===== src/rtl/rv32_lsu_pkg.sv =====
// Shared definitions for the load/store unit: access-width encodings,
// mcause codes for memory exceptions, and the LSU state enum.
package rv32_lsu_pkg;

  // Access width encodings carried on width_in.
  localparam logic [1:0] RV32_WIDTH_WORD    = 2'b00;
  localparam logic [1:0] RV32_WIDTH_HALF    = 2'b01;
  localparam logic [1:0] RV32_WIDTH_BYTE    = 2'b10;
  localparam logic [1:0] RV32_WIDTH_ILLEGAL = 2'b11;

  // mcause codes raised by memory accesses.
  localparam logic [3:0] RV32_MCAUSE_LOAD_MISALIGNED  = 4'd4;
  localparam logic [3:0] RV32_MCAUSE_LOAD_FAULT       = 4'd5;
  localparam logic [3:0] RV32_MCAUSE_STORE_MISALIGNED = 4'd6;
  localparam logic [3:0] RV32_MCAUSE_STORE_FAULT      = 4'd7;

  typedef enum logic [2:0] {
    LSU_IDLE,
    LSU_REQ,
    LSU_RESP,
    LSU_DRAIN,
    LSU_DONE
  } lsu_state_e;

  // Pick the mcause code for an access from its direction and failure kind.
  function automatic logic [3:0] lsu_cause(input logic is_store, input logic is_misaligned);
    logic [3:0] cause;
    if (is_misaligned) begin
      cause = is_store ? RV32_MCAUSE_STORE_MISALIGNED : RV32_MCAUSE_LOAD_MISALIGNED;
    end else begin
      cause = is_store ? RV32_MCAUSE_STORE_FAULT : RV32_MCAUSE_LOAD_FAULT;
    end
    return cause;
  endfunction

endpackage


===== src/rtl/rv32_lsu_align.sv =====
// Combinational lane steering for the LSU: misalignment detection, bus
// address alignment, store replication and byte-enable generation on the
// request side, and lane extraction plus sign/zero extension on the
// response side.
module rv32_lsu_align
  import rv32_lsu_pkg::*;
#(
  parameter int BUS_WIDTH = 32
) (
  // request side, driven straight from the memory stage
  input  logic [1:0]             width_i,
  input  logic [31:0]            address_i,
  input  logic [31:0]            store_value_i,
  output logic                   misaligned_o,
  output logic [31:0]            bus_address_o,
  output logic [BUS_WIDTH-1:0]   write_value_o,
  output logic [BUS_WIDTH/8-1:0] write_mask_o,
  // response side, driven from the registered request
  input  logic [1:0]             resp_width_i,
  input  logic [$clog2(BUS_WIDTH/8)-1:0] resp_lane_i,
  input  logic                   resp_zero_extend_i,
  input  logic [BUS_WIDTH-1:0]   read_value_i,
  output logic [31:0]            load_value_o
);

  localparam int NB = BUS_WIDTH / 8;
  localparam int LW = $clog2(NB);

  logic [LW-1:0]          lane;
  logic [NB-1:0]          mask_base;
  logic [BUS_WIDTH+23:0]  read_padded;
  logic [31:0]            lane_word;
  logic                   sign_byte;
  logic                   sign_half;

  assign lane          = address_i[LW-1:0];
  assign bus_address_o = {address_i[31:LW], {LW{1'b0}}};

  // Misalignment: words on 4-byte boundaries, halves on 2, bytes anywhere.
  always_comb begin
    misaligned_o = 1'b1;
    case (width_i)
      RV32_WIDTH_WORD: misaligned_o = (address_i[1:0] != 2'b00);
      RV32_WIDTH_HALF: misaligned_o = address_i[0];
      RV32_WIDTH_BYTE: misaligned_o = 1'b0;
      default:         misaligned_o = 1'b1;
    endcase
  end

  // Byte enables: a width-sized run of ones shifted to the addressed lane.
  always_comb begin
    mask_base = NB'(4'h1);
    case (width_i)
      RV32_WIDTH_WORD: mask_base = NB'(4'hF);
      RV32_WIDTH_HALF: mask_base = NB'(4'h3);
      default:         mask_base = NB'(4'h1);
    endcase
    write_mask_o = mask_base << lane;
  end

  // Store data is replicated across every lane so the mask alone picks bytes.
  for (genvar gi = 0; gi < NB; gi++) begin : g_lane
    assign write_value_o[gi*8 +: 8] =
        (width_i == RV32_WIDTH_WORD) ? store_value_i[(gi % 4)*8 +: 8] :
        (width_i == RV32_WIDTH_HALF) ? store_value_i[(gi % 2)*8 +: 8] :
                                       store_value_i[7:0];
  end

  // Zero padding keeps the 32-bit window in range for the top lanes.
  assign read_padded = {24'd0, read_value_i};
  assign lane_word   = read_padded[{resp_lane_i, 3'b000} +: 32];
  assign sign_byte   = ~resp_zero_extend_i & lane_word[7];
  assign sign_half   = ~resp_zero_extend_i & lane_word[15];

  // Extend the addressed lane to 32 bits according to the load width.
  always_comb begin
    load_value_o = lane_word;
    case (resp_width_i)
      RV32_WIDTH_BYTE: load_value_o = {{24{sign_byte}}, lane_word[7:0]};
      RV32_WIDTH_HALF: load_value_o = {{16{sign_half}}, lane_word[15:0]};
      default:         load_value_o = lane_word;
    endcase
  end

endmodule


===== src/rtl/rv32_lsu.sv =====
// Multi-cycle load/store unit acting as a handshaked data-bus master.
// One access is in flight at a time; flushes mark it killed so the bus
// transaction still completes but nothing is reported to the pipeline.
module rv32_lsu
  import rv32_lsu_pkg::*;
#(
  parameter int BUS_WIDTH      = 32,
  parameter int TIMEOUT_CYCLES = 255
) (
  input  logic                   clk,
  input  logic                   reset,
  input  logic                   flush_in,
  input  logic                   valid_in,
  input  logic                   read_in,
  input  logic                   write_in,
  input  logic [1:0]             width_in,
  input  logic                   zero_extend_in,
  input  logic [31:0]            address_in,
  input  logic [31:0]            store_value_in,
  output logic                   bus_req_out,
  output logic                   bus_write_out,
  output logic [31:0]            bus_address_out,
  output logic [BUS_WIDTH-1:0]   bus_write_value_out,
  output logic [BUS_WIDTH/8-1:0] bus_write_mask_out,
  input  logic                   bus_ready_in,
  input  logic                   bus_resp_valid_in,
  input  logic [BUS_WIDTH-1:0]   bus_read_value_in,
  input  logic                   bus_fault_in,
  output logic                   busy_out,
  output logic                   done_out,
  output logic [31:0]            load_value_out,
  output logic                   exception_out,
  output logic [3:0]             exception_cause_out
);

  localparam int NB = BUS_WIDTH / 8;
  localparam int LW = $clog2(NB);
  localparam int CW = (TIMEOUT_CYCLES > 1) ? $clog2(TIMEOUT_CYCLES + 1) : 1;
  // Count value seen in the last RESP cycle before the timeout fires.
  localparam logic [CW-1:0] LAST_COUNT = CW'(TIMEOUT_CYCLES - 1);

  lsu_state_e state_q, state_d;
  logic          kill_q, kill_d;
  logic [CW-1:0] count_q, count_d;

  logic                 is_store_q;
  logic [1:0]           width_q;
  logic                 zext_q;
  logic [LW-1:0]        lane_q;
  logic [31:0]          addr_q;
  logic [BUS_WIDTH-1:0] wdata_q;
  logic [NB-1:0]        mask_q;
  logic                 exc_q;
  logic [3:0]           cause_q;
  logic [31:0]          load_q;

  logic                 accept;
  logic                 killed;
  logic                 in_flight;
  logic                 timeout_hit;
  logic                 misaligned;
  logic [31:0]          align_address;
  logic [BUS_WIDTH-1:0] align_wdata;
  logic [NB-1:0]        align_mask;
  logic [31:0]          align_load;

  rv32_lsu_align #(
    .BUS_WIDTH(BUS_WIDTH)
  ) u_align (
    .width_i            (width_in),
    .address_i          (address_in),
    .store_value_i      (store_value_in),
    .misaligned_o       (misaligned),
    .bus_address_o      (align_address),
    .write_value_o      (align_wdata),
    .write_mask_o       (align_mask),
    .resp_width_i       (width_q),
    .resp_lane_i        (lane_q),
    .resp_zero_extend_i (zext_q),
    .read_value_i       (bus_read_value_in),
    .load_value_o       (align_load)
  );

  assign accept      = valid_in && (read_in || write_in) && !flush_in && (state_q == LSU_IDLE);
  assign in_flight   = (state_q inside {LSU_REQ, LSU_RESP, LSU_DRAIN});
  // A flush arriving this cycle counts as a kill immediately.
  assign killed      = kill_q || flush_in;
  assign timeout_hit = (TIMEOUT_CYCLES != 0) && (count_q == LAST_COUNT);

  // Next-state, kill flag and response timer.
  always_comb begin
    state_d = state_q;
    kill_d  = kill_q;
    count_d = '0;
    case (state_q)
      LSU_IDLE: begin
        if (accept) state_d = misaligned ? LSU_DONE : LSU_REQ;
      end
      LSU_REQ: begin
        if (bus_ready_in) state_d = killed ? LSU_DRAIN : LSU_RESP;
      end
      LSU_RESP: begin
        if (bus_resp_valid_in) begin
          state_d = killed ? LSU_IDLE : LSU_DONE;
        end else if (timeout_hit) begin
          state_d = LSU_DRAIN;
        end else if (TIMEOUT_CYCLES != 0) begin
          count_d = count_q + 1'b1;
        end
      end
      LSU_DRAIN: begin
        if (bus_resp_valid_in) state_d = killed ? LSU_IDLE : LSU_DONE;
      end
      LSU_DONE: state_d = LSU_IDLE;
      default:  state_d = LSU_IDLE;
    endcase
    if (in_flight) kill_d = killed;
    if (state_d == LSU_IDLE) kill_d = 1'b0;
  end

  // State, request capture and completion status registers.
  always_ff @(posedge clk) begin
    if (reset) begin
      state_q    <= LSU_IDLE;
      kill_q     <= 1'b0;
      count_q    <= '0;
      is_store_q <= 1'b0;
      width_q    <= 2'b00;
      zext_q     <= 1'b0;
      lane_q     <= '0;
      addr_q     <= '0;
      wdata_q    <= '0;
      mask_q     <= '0;
      exc_q      <= 1'b0;
      cause_q    <= 4'd0;
      load_q     <= '0;
    end else begin
      state_q <= state_d;
      kill_q  <= kill_d;
      count_q <= count_d;
      if (accept) begin
        exc_q   <= misaligned;
        cause_q <= lsu_cause(write_in, misaligned);
        // Misaligned accesses never reach the bus, so leave its fields alone.
        if (!misaligned) begin
          is_store_q <= write_in;
          width_q    <= width_in;
          zext_q     <= zero_extend_in;
          lane_q     <= address_in[LW-1:0];
          addr_q     <= align_address;
          wdata_q    <= align_wdata;
          mask_q     <= align_mask;
        end
      end
      if (state_q == LSU_RESP && bus_resp_valid_in) begin
        exc_q   <= bus_fault_in;
        cause_q <= lsu_cause(is_store_q, 1'b0);
        if (!is_store_q && !killed) load_q <= align_load;
      end else if (state_q == LSU_RESP && timeout_hit) begin
        exc_q   <= 1'b1;
        cause_q <= lsu_cause(is_store_q, 1'b0);
      end
    end
  end

  assign bus_req_out         = (state_q == LSU_REQ);
  assign bus_write_out       = bus_req_out && is_store_q;
  assign bus_address_out     = addr_q;
  assign bus_write_value_out = wdata_q;
  assign bus_write_mask_out  = mask_q;

  assign busy_out            = accept || in_flight;
  assign done_out            = (state_q == LSU_DONE) && !flush_in;
  assign exception_out       = done_out && exc_q;
  assign exception_cause_out = exception_out ? cause_q : 4'd0;
  assign load_value_out      = load_q;

endmodule

===== config.mk =====
export PLATFORM = sky130hd
export DESIGN_NAME = rv32_lsu
export DESIGN_NICKNAME = d
export VERILOG_FILES = /design/src/rtl/rv32_lsu_pkg.sv /design/src/rtl/rv32_lsu_align.sv /design/src/rtl/rv32_lsu.sv
export SDC_FILE = /design/constraint.sdc
export NUM_CORES = 1
export LEC_CHECK = 0
export CAP_MARGIN = 20
export CORE_AREA = 3 3 122 124
export CTS_CLUSTER_DIAMETER = 200
export CTS_CLUSTER_SIZE = 12
export DETAILED_ROUTE_END_ITERATION = 6
export DIE_AREA = 0 0 125 127
export PLACE_DENSITY = 0.75
export SLEW_MARGIN = 5
export SYNTH_ARGS = -nofsm -noshare
export SYNTH_HDL_FRONTEND = slang
export SYNTH_SLANG_ARGS = --single-unit

===== constraint.sdc =====
create_clock -name clk -period 1.8 [get_ports clk]
set_input_delay 0.18 -clock clk [delete_from_list [all_inputs] [get_ports clk]]
set_output_delay 0.18 -clock clk [all_outputs]
set_load 0.01 [all_outputs]

# Word-level counts from Yosys, hierarchy flattened
# Cells that the tools add are included.
[totals]
ramBits = 0
reg_bits = 121
mem_count = 0
rom_bits = 0
output_inout_bits = 109
latch_bits = 0
[classes]
div_mod_pow = 0
n_shift = 2
magnitude_cmp = 0
reduce_logical = 25
mul = 0
bitwise_logic = 5
addsub = 1
mux = 27
eq_ne = 9
[op_table]
columns = ["cell", "count"]
rows = [
  ["32-bit case mux with 2 select lines", 1],
  ["56-bit by 6-bit variable part select with 32-bit output", 1],
  ["8-bit two-way mux", 4],
  ["3-bit two-way mux", 7],
  ["4-bit two-way mux", 4],
  ["3-bit case mux with 4 select lines", 1],
  ["1-bit logical AND", 9],
  ["8-bit by 1-bit adder with 8-bit output, second input constant", 1],
  ["8-bit equality test, second input constant", 1],
  ["2-bit two-way mux", 4],
  ["4-bit case mux with 2 select lines", 1],
  ["3-bit by 2-bit equality test with 1-bit output, second input constant", 2],
  ["3-bit logical NOT", 2],
  ["3-bit nonzero test", 2],
  ["2-bit by 1-bit equality test with 1-bit output, second input constant", 2],
  ["2-bit equality test, second input constant", 2],
  ["1-bit two-way mux", 4],
  ["2-bit AND reduction", 2],
  ["4-bit OR reduction", 1],
  ["4-bit by 2-bit left shift with 4-bit output", 1],
  ["3-bit by 1-bit equality test with 1-bit output, second input constant", 1],
  ["3-bit equality test, second input constant", 1],
  ["1-bit logical NOT", 3],
  ["1-bit logical OR", 3],
  ["6 further kinds", 9],
]

# Logic depth before layout (Yosys ltp)
[depth]
ltp_word = 8
depth_mapped = 8
mapped_depth_nobuf = 6

# By module
# A second synthesis with hierarchy kept.
[unflattened]
cells_unflattened = 749
area_unflattened_um2 = 5983.2
[by_module_without_submodules]
columns = ["module", "n_inst", "area_per_inst_um2", "cells_per_inst", "seq_area_each_um2"]
rows = [
  ["rv32_lsu", 1, 4573.1, 566, 2442.3],
  ["rv32_lsu_align", 1, 1410.1, 183, 0.0],
]

# Least setup slack after synthesis
# Ideal clock, no wire load.
[synth_path]
path_type = "flip-flop to flip-flop"
from = "register lane_q[0]"
to = "register load_q[21], in the netlist load_value_out[21]"
t_required_ns = 1.666
path_buffers = 2
stages_incl_launch_ff = 7
setup_ns = 0.134
t_arrival_ns = 1.864
slack_ns = -0.198
cell_sequence = "dfxtp_1 > clkbuf_1 > mux4_2 > a311oi_4 > a21boi_4 > buf_6 > a211oi_1"
[synth_via]
elab_chain_len = 3
[synth_lines]
columns = ["item", "line_no", "rtl"]
rows = [
  ["start, declared", "rv32_lsu.sv:49", "logic [LW-1:0] lane_q;"],
  ["start signal, assigned", "rv32_lsu.sv:149", "lane_q <= address_in[LW-1:0];"],
  ["56-bit by 6-bit variable part select with 32-bit output *", "rv32_lsu_align.sv:71", "assign lane_word = read_padded[{resp_lane_i, 3'b000} +: 32];"],
  ["1-bit bitwise AND (on tied branches)", "rv32_lsu_align.sv:73, rv32_lsu_align.sv:72", ""],
  ["32-bit case mux with 2 select lines *", "rv32_lsu_align.sv:78", "case (resp_width_i)"],
  ["end signal, assigned", "rv32_lsu.sv:158", "if (!is_store_q && !killed) load_q <= align_load;"],
  ["end, declared", "rv32_lsu.sv:55", "logic [31:0] load_q;"],
]
# Every way passes the cells marked *; elsewhere a longest branch is shown, timed or not.
# A chain may end at the register's enable or synchronous reset.

# Worst setup path in the final report
[layout_path]
from = "register state_q[1]"
to = "output exception_out"
[layout_via]
elab_chain_len = 3
[layout_lines]
columns = ["item", "line_no", "rtl"]
rows = [
  ["start, declared", "rv32_lsu.sv:42", "lsu_state_e state_q, state_d;"],
  ["start signal, assigned", "rv32_lsu.sv:138", "state_q <= state_d;"],
  ["3-bit equality test", "rv32_lsu.sv:173", "assign done_out = (state_q == LSU_DONE) && !flush_in;"],
  ["1-bit logical AND", "rv32_lsu.sv:173", ""],
  ["1-bit logical AND", "rv32_lsu.sv:174", "assign exception_out = done_out && exc_q;"],
  ["end, declared", "rv32_lsu.sv:32", "output logic exception_out,"],
]
# No other way between the ends.

==> out/metrics.cfg <==
[run_status]
outcome=complete, no violations

[setup_path]
worstPathRequired_ps=1620
cp-end-kind=output port
r2r-start=lane_q[1]$_SDFFE_PP0P_
startpoint=state_q[1]$_SDFF_PP0_
r2r_slack_ps=70
path_buf_inv=2
cp_slowest_stage_delay_ps=330
critPathSlowestCell=dfxtp_2
cp_top_family=buffers and inverters
cp.arrival_ps=1570
worstRegToRegCells=5
r2r-end=load_value_out[22]$_SDFFE_PP0P_
path_class=flop to output port
worstPathCellList=nor3_2 -> buf_4 -> and3_4 -> dlygate4sd2_1
crit_fanout=4
crit_path_start_kind=flop

[place]
gp_congestion=0.881
dp_hpwl_um=13500
io_buffers=213
placed_cell_area_um2=8150

[clocking]
clock-root-buffer=clkbuf_16
ctsHtreeMaxLevel=4
cts_max_path_buffers=2
worst_skew_pair.late_latency_ps=410
cts_tree=done
path_clk_slew_ps=60
numCtsBuffers=17
clkSinkCount=120

[synth]
yosysWarnings=0
async_flop_share_pct=0
synth_area_leaders=dfxtp_1, a21oi_1, o21ai_0
ys_types=50
syn_inst=670
synthFlopType=dfxtp_1
synth.avg_cell_area_um2=8.21
synth_top_area_share_pct=43.7
ys_seq_area_share_pct=43.7
synth_top_cell_by_area=dfxtp_1
synth_edf_count=0
syn-cell-area_um2=5500
ys_seq_elements=120

[grt]
grt_max_degree=50
grt-ovfl-total=0
track_usage_pct=23.3
grt_first_pass_wirelength_um=30000
antenna_found_initial=0
grt_pass1_vias=5869

[cells_and_area]
diodes=0
postLayoutCoreUtil_pct=63.2
final_cell_mix=clkdlybuf4s50_1, dfxtp_1, a21oi_1
final_nets=1007
final_common_cell=clkdlybuf4s50_1
drive_above_1_share_pct=13.8
fin_area_um2=8770
area_delta_synth_final_pct=59.5

[die]
ios=217
core-area_um2=13900
die_width_um=125
die_h_um=127
dieArea_um2=15900
fp-row-count=43
start_util_pct=39.6

[worst_hold_path]
worstHoldEndpoint=width_q[1]$_SDFFE_PP0P_
min_path_cells=2
worstHoldStart=reset
hold_path.class=input port to flop

[routing]
drt_pass1_iterations=5
drc=0
via_per_inst=5.43
dr_total_vias=5903
detail-route-antenna-nets=0
drtIter0Drc=485
drt-total-wl_um=19000
post_drt_wl_per_cell_um=17.5

[sta]
hold_violations=0
max_freq_mhz=572
slew_violations=0
finalSetupViolations=0
clock_skew_ps=10.5
finalCritPeriodShare_pct=97.1
min_period_ps=1750
setup-tns-final_ps=0

[run]
cap_violations=0

[power_and_ir_drop]
peakVddDrop_uv=574
p_leak_nw=3.08
p_per_area_nw_per_um2=802

==> report_power, final <==
part	leakage [nW]	switching [mW]	total (mW)	internal [mW]
combinational	1.83	0.499	1.03	0.535
clock	0.274	1.18	3.25	2.06
sequential	0.972	0.0331	2.75	2.72
total	3.08	1.71	7.03	5.32
==> flip-flops by register name, summed over array words and instances, names as in the netlist <==
register	cells
lane_q	2
is_store_q	1
state_q	3
kill_q	1
bus_write_mask_out	4
zext_q	1
bus_address_out	30
exc_q	1
cause_q	3
width_q	2
count_q	8
load_value_out	32
bus_write_value_out	32
==> synthesized netlist by cell type, types with 8 or more instances <==
cell type / count
a211oi_1: 29
a21oi_1: 83
a311oi_1: 16
clkbuf_1: 49
dfxtp_1: 120
mux2_2: 8
mux2i_1: 24
nand2_1: 71
nand3_1: 56
nor2_1: 42
o21ai_0: 71
o2bb2ai_1: 8
==> routing by layer <==
metal / share of wire, % / wire (um) / global-route usage [%] / vias up
li1: - / - / - / 2870
met1: 42 / 7990 / 29.0 / 2797
met2: 49 / 9210 / 37.8 / 204
met3: 6.8 / 1300 / 7.02 / 32
met4: 2.5 / 480 / 9.57 / 0
met5: 0 / 0 / 0 / -
==> worst reg2reg max path, stage by stage, from the launching register on <==
cell	delay [ps]
dfxtp_2	330
mux4_2	540
a311oi_4	240
a21boi_4	240
buf_12	160
a211oi_1	90
==> worst max path at each step <==
stage,end,slack (ps),depth (start not counted)
after global placement,exception_cause_out[1],-210,5
after detailed placement,bus_write_value_out[1]$_SDFFE_PP0P_,-260,7
final,exception_out,50,4
after floorplan,load_value_out[21]$_SDFFE_PP0P_,-70,5
after global routing,exception_cause_out[1],-30,5
after CTS,exception_cause_out[0],-3,5
==> logic make-up (layout without fill, tap and decap cells) <==
kind of cell               after synthesis  after routing  synth area share [%]
xor gates and xnor gates                 6              6                 0.956
muxes                                   33             33                  6.41
buffers and inverters                   72            307                  5.37
other                                    1              3                0.0682
DFF                                    120            120                  43.7
AOI/OAI and AO/OA                      233            233                  26.0
and+or+nand+nor                        201            201                  16.6
adders and majority gates                4              4                 0.910
==> timing repair <==
| item | in CTS | in global routing |
|---|---|---|
| setup buffers | 2 | 2 |
| cloned | 0 | 1 |
| pin swaps | 1 | 4 |
| setup endpoints to repair | 8 | 67 |
| hold buffers | 0 | 0 |
| hold endpoints to repair | 0 | 0 |
| gates resized for setup | 21 | 15 |
==> area by class of cell <==
cell class,instances,area [um^2]
repair buffers,269,2670
well taps,180,225
multi-input cells,480,2870
clock buffers,24,502
flip-flops and latches,120,2410
fillers,1216,5110
inverters,7,26.3
clock inverters,7,67.6
==> per-stage QoR <==
step                      setup WS [ps]  hold slack [ps]  total power, mW  instances
after floorplan                   -66.8              320             3.22        672
after global placement             -205              443             3.81       1052
after detailed placement           -262              449             3.81       1052
after CTS                         -3.15              204             7.07       1085
after global routing              -26.8              234             7.28       1087
final                              52.2              226             7.03       1087
Note: power is estimated with default switching activity, not from simulation.
